--- src/rtl/i2c_target_stretch.sv ---
// ============================================================================
// Module   : i2c_target_stretch
// Brief    : I2C write-target bit engine; ACKs its address and stretches SCL
//            after every received byte until the consumer takes it.
// Revision : 1.0
// ============================================================================
`default_nettype none

module i2c_target_stretch #(
    parameter logic [6:0] ADDR = 7'h50
) (
    input  logic       clk,
    input  logic       rst,
    input  logic       scl_in,
    input  logic       sda_in,
    output logic       scl_hold,
    output logic       sda_pull,
    output logic [7:0] rx_data,
    output logic       rx_valid,
    input  logic       rx_ready,
    output logic       addressed,
    output logic       stop_pulse
);

    typedef enum logic [2:0] {
        S_IDLE     = 3'd0,
        S_ADDR     = 3'd1,
        S_ADDR_ACK = 3'd2,
        S_DATA     = 3'd3,
        S_STRETCH  = 3'd4,
        S_DATA_ACK = 3'd5,
        S_IGNORE   = 3'd6
    } state_t;

    logic       r_scl_meta, r_scl_sync, r_scl_prev;
    logic       r_sda_meta, r_sda_sync, r_sda_prev;
    state_t     r_state;
    logic [3:0] r_bit_cnt;
    logic [7:0] r_shift;
    logic       r_ack_wait;

    logic       w_start, w_stop, w_rise, w_fall;
    logic [7:0] w_shifted;
    logic       w_addr_ok;

    // Flops reset to 1 so an idle bus produces no spurious edge after reset.
    always_ff @(posedge clk or negedge rst) begin
        if (!rst) begin
            r_scl_meta <= 1'b1;
            r_scl_sync <= 1'b1;
            r_scl_prev <= 1'b1;
            r_sda_meta <= 1'b1;
            r_sda_sync <= 1'b1;
            r_sda_prev <= 1'b1;
        end else begin
            r_scl_meta <= scl_in;
            r_scl_sync <= r_scl_meta;
            r_scl_prev <= r_scl_sync;
            r_sda_meta <= sda_in;
            r_sda_sync <= r_sda_meta;
            r_sda_prev <= r_sda_sync;
        end
    end

    assign w_start   = r_scl_prev & r_scl_sync & r_sda_prev & ~r_sda_sync;
    assign w_stop    = r_scl_prev & r_scl_sync & ~r_sda_prev & r_sda_sync;
    assign w_rise    = ~r_scl_prev & r_scl_sync;
    assign w_fall    = r_scl_prev & ~r_scl_sync;
    assign w_shifted = {r_shift[6:0], r_sda_sync};
    assign w_addr_ok = (w_shifted[7:1] == ADDR) && !w_shifted[0];

    always_ff @(posedge clk or negedge rst) begin
        if (!rst) begin
            r_state    <= S_IDLE;
            r_bit_cnt  <= 4'd0;
            r_shift    <= 8'h00;
            r_ack_wait <= 1'b0;
            scl_hold   <= 1'b0;
            sda_pull   <= 1'b0;
            rx_data    <= 8'h00;
            rx_valid   <= 1'b0;
            addressed  <= 1'b0;
            stop_pulse <= 1'b0;
        end else begin
            stop_pulse <= 1'b0;
            // The handshake retires the byte in any state, even after STOP.
            if (rx_valid && rx_ready) begin
                rx_valid <= 1'b0;
            end

            if (w_stop) begin
                r_state    <= S_IDLE;
                r_ack_wait <= 1'b0;
                scl_hold   <= 1'b0;
                sda_pull   <= 1'b0;
                addressed  <= 1'b0;
                stop_pulse <= 1'b1;
            end else if (w_start) begin
                r_state    <= S_ADDR;
                r_bit_cnt  <= 4'd0;
                r_ack_wait <= 1'b0;
                scl_hold   <= 1'b0;
                sda_pull   <= 1'b0;
                addressed  <= 1'b0;
            end else begin
                case (r_state)
                    S_IDLE: begin
                    end
                    S_ADDR: begin
                        if (w_rise && r_bit_cnt < 4'd8) begin
                            r_shift   <= w_shifted;
                            r_bit_cnt <= r_bit_cnt + 4'd1;
                            if (r_bit_cnt == 4'd7 && !w_addr_ok) begin
                                r_state <= S_IGNORE;
                            end
                        end else if (w_fall && r_bit_cnt == 4'd8) begin
                            sda_pull  <= 1'b1;
                            addressed <= 1'b1;
                            r_state   <= S_ADDR_ACK;
                        end
                    end
                    S_ADDR_ACK: begin
                        if (w_fall) begin
                            sda_pull  <= 1'b0;
                            r_bit_cnt <= 4'd0;
                            r_state   <= S_DATA;
                        end
                    end
                    S_DATA: begin
                        if (w_rise && r_bit_cnt < 4'd8) begin
                            r_shift   <= w_shifted;
                            r_bit_cnt <= r_bit_cnt + 4'd1;
                        end else if (w_fall && r_bit_cnt == 4'd8) begin
                            rx_data  <= r_shift;
                            rx_valid <= 1'b1;
                            scl_hold <= 1'b1;
                            r_state  <= S_STRETCH;
                        end
                    end
                    S_STRETCH: begin
                        // ACK is set up one cycle before SCL is let go.
                        if (r_ack_wait) begin
                            scl_hold   <= 1'b0;
                            r_ack_wait <= 1'b0;
                            r_state    <= S_DATA_ACK;
                        end else if (rx_valid && rx_ready) begin
                            sda_pull   <= 1'b1;
                            r_ack_wait <= 1'b1;
                        end
                    end
                    S_DATA_ACK: begin
                        if (w_fall) begin
                            sda_pull  <= 1'b0;
                            r_bit_cnt <= 4'd0;
                            r_state   <= S_DATA;
                        end
                    end
                    S_IGNORE: begin
                    end
                    default: begin
                        r_state <= S_IDLE;
                    end
                endcase
            end
        end
    end

endmodule

`default_nettype wire

--- config.mk ---
export PLATFORM = sky130hd
export DESIGN_NAME = i2c_target_stretch
export DESIGN_NICKNAME = d
export VERILOG_FILES = /design/src/rtl/i2c_target_stretch.sv
export SDC_FILE = /design/constraint.sdc
export NUM_CORES = 1
export LEC_CHECK = 0
export ABC_CLOCK_PERIOD_IN_PS = 2800
export CORE_MARGIN = 3
export CORE_UTILIZATION = 55
export DETAILED_ROUTE_END_ITERATION = 12
export GPL_TIMING_DRIVEN = 1
export PLACE_DENSITY = 0.76
export SETUP_SLACK_MARGIN = 0.1
export SYNTH_ARGS = -nofsm -noshare
export SYNTH_HDL_FRONTEND = slang
export SYNTH_SLANG_ARGS = --single-unit
--- constraint.sdc ---
create_clock -name clk -period 2.8 [get_ports clk]
set_input_delay 0.56 -clock clk [delete_from_list [all_inputs] [get_ports clk]]
set_output_delay 0.56 -clock clk [all_outputs]
set_load 0.1 [all_outputs]
# [Yosys cells after proc, flatten, opt, wreduce, memory -nomap -nowiden]
# Cells that the tools add are included.
[totals] reg_bits=35 wordCells=120
[classes] addsub=1 magnitude_cmp=1 n_eq_ne=23 mux=41 bitwise_logic=14 n_reduce_logical=24
[ops] operator="inequality test 4 bit (second input constant)" n=7
[ops] operator="two-way mux 3 bit" n=9
[ops] operator="two-way mux 1 bit" n=25
[ops] operator="case mux 3 bit (5 select lines)" n=1
[ops] operator="two-way mux 4 bit" n=3
[ops] operator="AND reduction 4 bit" n=3
[ops] operator="nonzero test 3 bit" n=4
[ops] operator="inequality test 5 bit (second input constant)" n=2
[ops] operator="equality test 3 bit (second input constant)" n=3
[ops] operator="inequality test 3 x 1 -> 1 bit (second input constant)" n=3
[ops] operator="case mux 4 bit (2 select lines)" n=1
[ops] operator="bitwise AND 1 bit" n=7
[ops] operator="equality test 7 bit (second input constant)" n=1
[ops] operator="NOT 1 bit" n=7
[ops] operator="AND reduction 7 bit" n=1
[ops] operator="equality test 3 x 2 -> 1 bit (second input constant)" n=2
[ops] operator="AND reduction 6 bit" n=1
[ops] operator="OR reduction 2 bit" n=3
[ops] operator="logical AND 1 bit" n=5
[ops] operator="AND reduction 5 bit" n=1
[ops] operator="nonzero test 5 bit" n=1
[ops] operator="adder 4 x 1 -> 4 bit (second input constant)" n=1
[ops] operator="equality test 4 x 3 -> 1 bit (second input constant)" n=1
[ops] operator="equality test 4 bit (second input constant)" n=1
[ops] operator="other kinds (10)" n=11

# [Logic depth before layout (Yosys ltp)]
[depth] depth_word=9 ltp_mapped=7

# [Least setup slack after synthesis]
# No wires, ideal clock.
[synth_timing] kind="register to register" startpoint="register r_scl_sync" endpoint="register r_bit_cnt[2]" arrival_time_ps=1817 slack_ps=879 path_stages_with_launch=6 synth_period_minus_slack_ps=1921 path_cell_list="dfstp_2 > nor3b_4 > nor2b_1 > o32a_1 > or4b_1 > o311ai_1"
[synth_via] elab_chain_len=5 word_cells_on_any_way=15 cone_classes="eq/ne (2); mux (1); bitwise (9); reduce/logical (3)"
[synth_rtl] item="from (decl)" line_no="35" rtl="logic r_scl_meta, r_scl_sync, r_scl_prev;"
[synth_rtl] item="from (signal assigned)" line_no="57" rtl="r_scl_sync <= r_scl_meta;"
[synth_rtl] item="bitwise AND 1 bit" line_no="65, 66"
[synth_rtl] item="bitwise AND 1 bit (on tied branches) (2 in a row)" line_no="65, 66"
[synth_rtl] item="inequality test 3 x 1 -> 1 bit (no source line), or another cell as far along"
[synth_rtl] item="AND reduction 4 bit (no source line)"
[synth_rtl] item="to (signal assigned)" line_no="112" rtl="r_bit_cnt <= r_bit_cnt + 4'd1;"
[synth_rtl] item="to (signal assigned)" line_no="132" rtl="r_bit_cnt <= r_bit_cnt + 4'd1;"
[synth_rtl] item="to (decl)" line_no="38" rtl="logic [3:0] r_bit_cnt;"
# Parallel ways exist; a longest one is shown, timed or not.
# A chain may end at the register's enable or synchronous reset.

# [Worst setup path after layout]
# Same ends and word-level chain as after synthesis.

==> impl_table.tex <==
\begin{tabular}{lr}
\hline
Metric & Value \\
\hline
\multicolumn{2}{l}{\textbf{CTS}} \\
\quad TritonCTS clock tree & built \\
\quad Resized Gates After CTS & 0 \\
\quad Number of hold buffers added after CTS & 0 \\
\quad Clock-pin transition on the worst setup and hold timing paths & 0.10 ns \\
\quad Num CTS Buffers & 5 \\
\quad CTS Root Cell & clkbuf\_4 \\
\quad Post-CTS repair timing setup buffer count & 0 \\
\quad Number of H-tree levels & 2 \\
\quad Number of clock sinks seen by CTS & 35 \\
\quad Clock network latency to the later pin of the worst-skew pair & 0.35 ns \\
\quad Clock Tree Buf Depth & 2 \\
\multicolumn{2}{l}{\textbf{GRT}} \\
\quad GRT overflow & 0 \\
\quad Maximum number of pins on one net before global-route repair & 36 \\
\quad Antenna violations before repair & 0 \\
\quad Global-route usage over all layers & 20.0\% \\
\quad Vias in the first global route & 1107 \\
\quad Global-route wire length before repair & 5310 um \\
\multicolumn{2}{l}{\textbf{Hold path}} \\
\quad End point of the most critical hold path & r\_scl\_sync \\
\quad Cell count of the worst hold path & 0 \\
\quad Hold crit path type & flop to flop \\
\quad Worst Min Path Start & r\_scl\_meta \\
\multicolumn{2}{l}{\textbf{Power and ir drop}} \\
\quad Pint & 0.000961 W \\
\quad Seq pwr share & 47.2\% \\
\quad PwrDens & 775 nW/um\^{}2 \\
\quad Clock group share of total power & 24.5\% \\
\quad Overall power & 0.00148 W \\
\quad Net switching share of the total power & 35.0\% \\
\quad Net switching power & 0.000517 W \\
\quad Maximum resistive drop on vdd & 0.000542 V \\
\quad Comb power frac & 28.3\% \\
\quad Leakage power & 0.913 nW \\
\multicolumn{2}{l}{\textbf{STA}} \\
\quad Final hold vios & 0 \\
\quad Worst slew margin relative to its limit & 66.4\% \\
\quad Setup skew after layout & 0.0151 ns \\
\quad TNS Setup & 0 ns \\
\quad Transition at the pin with the smallest max-transition slack & 0.504 ns \\
\quad Pins over their slew limit & 0 \\
\quad Top achievable clock speed & 479 MHz \\
\quad Hold slack final & 0.362 ns \\
\quad Part of the cycle the worst path needs & 74.6\% \\
\quad Number of setup violations in the final report & 0 \\
\quad Final Critical Period & 2.09 ns \\
\quad Setup repair after global routing missed its margin & false \\
\multicolumn{2}{l}{\textbf{Synth}} \\
\quad Summed instance area of the synthesized netlist & 1670 sq um \\
\quad EDFF count, synth & 0 \\
\quad Area contributors post-synth & dfrtp\_1, mux2\_2, dfstp\_2, nand2\_1, a21oi\_1 \\
\quad Combinational family with the most area after synthesis & simple AND/OR/NAND/NOR gates \\
\quad Post-synthesis share of cell area spent on xor and xnor gates & 1.05\% \\
\quad Number of register bits inferred by synthesis & 35 \\
\quad Net Count, Synth & 153 \\
\quad Mapped Avg Cell Area & 11.4 sq um \\
\quad Post-synth top area cell & dfrtp\_1 \\
\quad Area share of the largest cell type after synthesis & 43.5\% \\
\quad Distinct cell type count after synthesis & 48 \\
\quad Post-Synth Adder-Cell Area & 1.50\% \\
\quad Share of the synthesized area in compound gates (AO/OA/AOI/OAI) & 14.4\% \\
\quad Mux contribution to synthesized area & 12.1\% \\
\quad Cells after Synth & 146 \\
\quad Top\_reg\_cell synth & dfrtp\_1 \\
\quad Proportion of synthesized chip area in sequential cells & 53.0\% \\
\quad Share of synthesized flip-flops with an asynchronous set or reset & 100\% \\
\quad Simple-Gate Fraction of Synth Area & 15.5\% \\
\quad Most used standard cell by instance count after synthesis & dfrtp\_1 \\
\quad Post-synth top cells & dfrtp\_1, mux2\_2, nand2\_1, a21oi\_1 \\
\quad YS warnings & 0 \\
\multicolumn{2}{l}{\textbf{Floorplanning}} \\
\quad Die H & 61.1 um \\
\quad Core Rows & 19 \\
\quad Initial standard-cell utilization of the core & 59.0\% \\
\quad Width of the die & 61.1 um \\
\quad Core area & 2830 sq um \\
\quad Number of top-level pins & 18 \\
\quad Die Footprint & 3730 sq um \\
\multicolumn{2}{l}{\textbf{Worst setup path}} \\
\quad Startpoint of the lowest-slack register-to-register path & r\_scl\_sync \\
\quad Path type of the worst setup path & flop to flop \\
\quad Critical Path AT & 2.33 ns \\
\quad Category of the worst setup path capture point & flop \\
\quad Critical-path maximum fanout & 8 \\
\quad R2r worst-path depth & 5 \\
\quad Required @ worst endpoint & 3.04 ns \\
\quad Startpoint class of the critical path & flop \\
\quad Reg-to-reg setup timing slack & 0.71 ns \\
\quad Crit Reg-Reg Endpoint & r\_bit\_cnt[2] \\
\multicolumn{2}{l}{\textbf{Drt}} \\
\quad Wire length per cell after detailed routing & 16.2 um \\
\quad Antenna viol nets, final & 0 \\
\quad Vias after detailed routing & 1182 \\
\quad Mean number of vias per cell & 6.00 \\
\quad Routed WL & 3200 um \\
\quad Number of design-rule violations left by the first detailed-router iteration & 58 \\
\quad Count of TritonRoute iterations in the first routing pass & 4 \\
\quad Number of DRC violations after detailed routing & 0 \\
\multicolumn{2}{l}{\textbf{Placed design}} \\
\quad Number of I/O port buffers & 17 \\
\quad Half-perimeter wire length after placement & 2230 um \\
\quad Weighted congestion reported at the end of routability-driven placement & 0.848 \\
\multicolumn{2}{l}{\textbf{Flow run}} \\
\quad Count of max-cap constraint violations & 0 \\
\multicolumn{2}{l}{\textbf{Final layout}} \\
\quad Final net count & 172 \\
\quad Number of antenna repair diodes & 0 \\
\quad Syn-to-layout area delta & 14.3\% \\
\quad Layout cell share with drive strength beyond 1 & 27.7\% \\
\multicolumn{2}{l}{\textbf{Run status}} \\
\quad Run status & complete, no violations \\
\hline
\end{tabular}
power by group through the flow:
| stage | Clock [W] | Sequential (W) | Combinational (W) |
|---|---|---|---|
| 6_report | 0.000362 | 0.000698 | 0.000418 |
| 2_1_floorplan | 0 | 0.000693 | 0.000321 |
| 5_1_grt | 0.000393 | 0.000713 | 0.000459 |
| 3_5_place_dp | 0 | 0.000705 | 0.000415 |
| 4_1_cts | 0.000369 | 0.000695 | 0.000418 |
| 3_3_place_gp | 0 | 0.000697 | 0.000403 |
per-layer routing:
layer | track usage, % | vias up | wire length [um]
met5 | 0 | - | 0
met2 | 30.2 | 31 | 1560
li1 | - | 573 | -
met4 | 11.1 | 0 | 59
met1 | 26.1 | 570 | 1440
met3 | 5.45 | 8 | 142
how the worst max path moves through the flow:
stage | start | endpoint | depth (start not counted)
floorplan | r_scl_sync | r_bit_cnt[2] | 5
global placement | r_scl_sync | r_bit_cnt[2] | 5
detailed placement | r_scl_sync | r_bit_cnt[2] | 5
CTS | r_scl_sync | r_bit_cnt[2] | 5
global route | r_scl_sync | r_bit_cnt[2] | 5
finish | r_scl_sync | r_bit_cnt[2] | 5
cell usage in the layout, fill, tap and decap left out, types with 2 or more instances in the layout:
cell type        count
nand2_1             13
clkdlybuf4s50_1      4
nand3_1              4
dfrtp_1             29
inv_1                5
dfstp_2              6
nor3b_1              2
buf_4               14
a21boi_0             2
clkbuf_4             5
and3b_1              2
a21oi_1              8
a22o_1               4
mux2_2              16
nand2b_1             2
nor2_1               6
o21ai_0              6
ha_1                 2
nor2b_1              3
worst max-delay path: stages (launching register included):
cell and delay [ns]:
dfstp_2 0.61, nor3b_4 0.27, nor2b_1 0.08, o32a_1 0.41
or4b_1 0.52, o311ai_1 0.10
through the flow:
stage | area [sq um] | cells | util (%) | setup slack [ns]
floorplan | 1670 | 146 | - | 0.879
global placement | 1830 | 189 | 64.6 | 0.831
detailed placement | 1830 | 189 | 64.6 | 0.734
CTS | 1910 | 197 | 67.4 | 0.716
global route | 1910 | 197 | 67.4 | 0.577
finish | 1910 | 197 | 67.4 | 0.711
flip-flops by register name, indices dropped and copies added (netlist names):
| name | flops |
|---|---|
| r_sda_meta | 1 |
| r_state | 3 |
| r_sda_sync | 1 |
| sda_pull | 1 |
| r_shift | 8 |
| r_scl_meta | 1 |
| r_scl_prev | 1 |
| rx_data | 8 |
| addressed | 1 |
| rx_valid | 1 |
| r_scl_sync | 1 |
| r_sda_prev | 1 |
| scl_hold | 1 |
| stop_pulse | 1 |
| r_bit_cnt | 4 |
| r_ack_wait | 1 |
kinds of logic (layout without fill, tap and decap cells):
logic type / Yosys count / count (layout)
AND/OR/NAND/NOR: 44 / 44
flip-flops: 35 / 35
AO/OA/AOI/OAI: 34 / 34
multiplexers: 18 / 18
buffers and inverters: 11 / 31
adder cells (fa/ha/maj): 2 / 2
XOR/XNOR: 2 / 2
layout make-up:
| cell class | count | area, sq um |
|---|---|---|
| clock buffer | 6 | 41.3 |
| tap | 31 | 38.8 |
| inverter | 5 | 18.8 |
| multi-input combinational | 100 | 742 |
| fill | 239 | 922 |
| sequential | 35 | 883 |
| timing repair buffer | 18 | 145 |
| clock inverter | 2 | 37.5 |
Power figures use the tool's default switching activity.
